===== src/rtl/booth_mult_seq.sv =====
// Sequential radix-2 Booth multiplier with a start/done handshake.
// Signed and unsigned operands share one datapath by extending them one bit wider at load.
module booth_mult_seq #(
    parameter int N  = 16,
    parameter int CW = $clog2(N + 2)
) (
    input  logic             clk,
    input  logic             rst,
    input  logic             start,
    input  logic             sgn,
    input  logic [N-1:0]     mcand,
    input  logic [N-1:0]     mplier,
    output logic             busy,
    output logic             done,
    output logic [2*N-1:0]   product
);

    localparam int X = N + 1;

    typedef enum logic [1:0] {
        IDLE,
        RUN,
        DONE
    } state_t;

    state_t           state_q, state_d;
    logic [X-1:0]     acc_q, acc_d;
    logic [X-1:0]     mul_q, mul_d;
    logic [X-1:0]     mcd_q, mcd_d;
    logic             qPrev_q, qPrev_d;
    logic [CW-1:0]    count_q, count_d;
    logic [2*N-1:0]   product_q, product_d;

    logic [X-1:0]     extMcand;
    logic [X-1:0]     extMplier;
    logic [X-1:0]     sum;
    logic [2*X-1:0]   shifted;

    // One extra bit makes unsigned operands positive signed values.
    assign extMcand  = {sgn & mcand[N-1], mcand};
    assign extMplier = {sgn & mplier[N-1], mplier};

    always_comb begin
        sum = acc_q;
        case ({mul_q[0], qPrev_q})
            2'b01:   sum = acc_q + mcd_q;
            2'b10:   sum = acc_q - mcd_q;
            default: sum = acc_q;
        endcase
        shifted = {sum[X-1], sum, mul_q[X-1:1]};
    end

    always_comb begin
        state_d   = state_q;
        acc_d     = acc_q;
        mul_d     = mul_q;
        mcd_d     = mcd_q;
        qPrev_d   = qPrev_q;
        count_d   = count_q;
        product_d = product_q;
        case (state_q)
            IDLE: begin
                if (start) begin
                    acc_d   = '0;
                    mul_d   = extMplier;
                    mcd_d   = extMcand;
                    qPrev_d = 1'b0;
                    count_d = CW'(X);
                    state_d = RUN;
                end
            end
            RUN: begin
                acc_d   = shifted[2*X-1:X];
                mul_d   = shifted[X-1:0];
                qPrev_d = mul_q[0];
                count_d = count_q - CW'(1);
                // The final step also captures the product on the same edge.
                if (count_q == CW'(1)) begin
                    product_d = shifted[2*N-1:0];
                    state_d   = DONE;
                end
            end
            DONE: begin
                state_d = IDLE;
            end
            default: begin
                state_d = IDLE;
            end
        endcase
    end

    always_ff @(posedge clk) begin
        if (rst) begin
            state_q   <= IDLE;
            acc_q     <= '0;
            mul_q     <= '0;
            mcd_q     <= '0;
            qPrev_q   <= 1'b0;
            count_q   <= '0;
            product_q <= '0;
        end else begin
            state_q   <= state_d;
            acc_q     <= acc_d;
            mul_q     <= mul_d;
            mcd_q     <= mcd_d;
            qPrev_q   <= qPrev_d;
            count_q   <= count_d;
            product_q <= product_d;
        end
    end

    assign busy    = (state_q == RUN);
    assign done    = (state_q == DONE);
    assign product = product_q;

endmodule


===== config.mk =====
export PLATFORM = sky130hd
export DESIGN_NAME = booth_mult_seq
export DESIGN_NICKNAME = d
export VERILOG_FILES = /design/src/rtl/booth_mult_seq.sv
export SDC_FILE = /design/constraint.sdc
export NUM_CORES = 1
export LEC_CHECK = 0
export CORE_AREA = 2 2 97 99
export DETAILED_ROUTE_END_ITERATION = 7
export DIE_AREA = 0 0 99 101
export GPL_TIMING_DRIVEN = 0
export PLACE_DENSITY = 0.79
export SLEW_MARGIN = 40
export SYNTH_ARGS = -nofsm -noshare
export SYNTH_HDL_FRONTEND = slang
export SYNTH_SLANG_ARGS = --single-unit

===== constraint.sdc =====
create_clock -name clk -period 6.1 [get_ports clk]
set_input_delay 1.22 -clock clk [delete_from_list [all_inputs] [get_ports clk]]
set_output_delay 1.22 -clock clk [all_outputs]
set_load 0.005 [all_outputs]

==> metrics <==
status finished clean; Tcrit/Tclk final 63.3%; Synth top area share 37.7%; Area after DPL 5600 sq um; Post-Syn Instances 622; Routed WL 14.3 mm; Post-Syn Nets 679; # IOs 70; starting DRC count in detailed routing 375; CORE AREA 8980 sq um; post-synthesis xor/xnor area fraction 3.85%; DRC errors left 0; Synth top cells by count 116 x nand2_1, 90 x dfxtp_1, 89 x a21oi_1; Die ar. 10000 sq um; Final WS setup 2240 ps; Achievable Freq 259 MHz; top post-synthesis cells by area dfxtp_1 38%, a21oi_1 9.3%, nand2_1 9.1%; endpoints failing setup 0; Final Power 1.53 mW; Worst-Margin Slew 781 ps; Mapped Avg Cell Area 7.69 sq um; dpl hpwl 10.9 mm; root buf cell clkbuf_8; maximum VDD drop 169 uV; I/O Buffers 68; Final min period 3860 ps; total gr overflow 0; adder-cell area share of the yosys netlist 5.65%; first-pass GRT wire length 23.0 mm; number of cell rows 35; final instance area 5800 sq um; Worst Hold Class flop to flop; Final Non-Filler Cells 817; Post-CTS Setup Inserts 0; RSZ-0062 raised after global routing no; Seq cells post-synth 90; crit start category flop; synthesis warning total 0; synthesized cell area 4780 sq um; Total GRT Usage 28.9%; max-cap violations 0; utilization after layout 64.6%; skew final 13.5 ps; final net count 758; clk_lat worst skew 370 ps; Synth Area in Compound Gates 24.4%; crit-path max FO 10; largest family of logic cells by synthesized area compound AO/OA/AOI/OAI gates; area grow syn2layout 21.2%; vias in the first global route 4688; Worst Setup End Kind output port; CP required 4880 ps; power per cell area 264 nW/um^2; CTS Hold Bufs 0; post-cts sizing count 0; Pre-antenna DRT Iters 5; Seq/Total Area, Yosys 37.7%; RD Place Congestion 0.941; relative slew slack 47.8%; Synth area leader dfxtp_1; Post-synth top flop dfxtp_1; Die X 99 microns; P_leak 2.09 nW; initial antenna violation count 0; via count 4912; simple-gate area share of the yosys netlist 22.3%; Max Buffers Root-to-Sink 2; Clock transition at path regs 100 ps; number of synthesized flops with an enable pin 0; H-tree Lvls 3; share of cells above drive strength 1 3.68%; post-DR wirelength/cell 17.5 microns; Hold Fails Final Rpt 0; Num CTS Buffers 9; Die Y 101 microns; ys async rst share 0%; placed cell count 801; Starting Density 53.3%; Slew Limit Fails 0; hold_ws 458 ps; # diodes 0; CP arrival 2640 ps; top-count cell post-synth nand2_1; mux contribution to synthesized area 1.31%; DRT antenna net count 0; CTS tree built; Place WS 2330 ps; Crit Path Category flop to output port; flop2flop setup slack 2270 ps; setup TNS 0 ps; post-synth cell types 55; largest net degree at the start of global routing 18; Sink Count 90; Via density 6.01
sequential cells by signal (all words and copies together) (netlist names):
name     count
product     32
acc_q       16
mul_q       17
state_q      2
count_q      5
mcd_q       17
qPrev_q      1
power breakdown:
part / internal [mW] / switching (mW)
clock network: 0.169 / 0.237
logic: 0.184 / 0.289
registers: 0.620 / 0.0308
path summary, 6_finish.rpt:
kind                                start                 endpoint  cells past startpoint
setup / recovery  state_q[1]$_SDFFE_PP0P_                     busy                      5
hold / removal    product[3]$_SDFFE_PP0P_  product[3]$_SDFFE_PP0P_                      2
setup reg to reg    mcd_q[0]$_SDFFE_PP0P_   acc_q[13]$_SDFFE_PP0P_                     13
hold reg to reg   product[3]$_SDFFE_PP0P_  product[3]$_SDFFE_PP0P_                      2
cells in the final DEF, fill, tap and decap left out, types with 4 or more instances in the layout:
cell type / n
nand2_1: 116
dfxtp_1: 90
a21oi_1: 89
clkdlybuf4s50_1: 68
nor2_1: 41
clkbuf_1: 31
nand3_1: 27
o21ai_0: 20
ha_1: 20
inv_1: 17
xnor2_1: 16
a22oi_1: 16
nor3_1: 14
a31oi_1: 12
clkbuf_8: 10
or3_1: 8
a311oi_1: 8
o21a_1: 7
a211oi_1: 7
buf_1: 6
nor2b_1: 6
xor2_1: 5
o31ai_1: 5
mux2i_1: 4
a21o_1: 4
metal layers:
metal / GRT usage, % / wire [microns]
met5: 0 / 0
met4: 13.5 / 573
met3: 4.92 / 1140
met2: 46.3 / 6470
met1: 38.3 / 6140
logic make-up (layout without fill, tap and decap cells):
group,count (synthesis),after routing
buf+inv,58,142
mux,6,6
xor+xnor,21,21
simple gates,237,237
flops,90,90
fa+ha+maj,21,21
compound gates,189,189
worst max-delay path: stages (launching register included):
cell and delay (ps):
dfxtp_1 330, nand2b_1 200, inv_1 130, clkbuf_1 490, buf_1 520, clkdlybuf4s50_1 610
area by class of cell:
class                      instances  area, sq um
sequential                        90         1800
buffer                            41          165
multi-input combinational        474         2750
clock buffer                      10          138
inverter                          17         63.8
timing repair buffer              68          681
fill                             780         3180
tap                              111          139
clock inverter                     6         57.6
No activity file was read; power rests on OpenSTA's default activity.
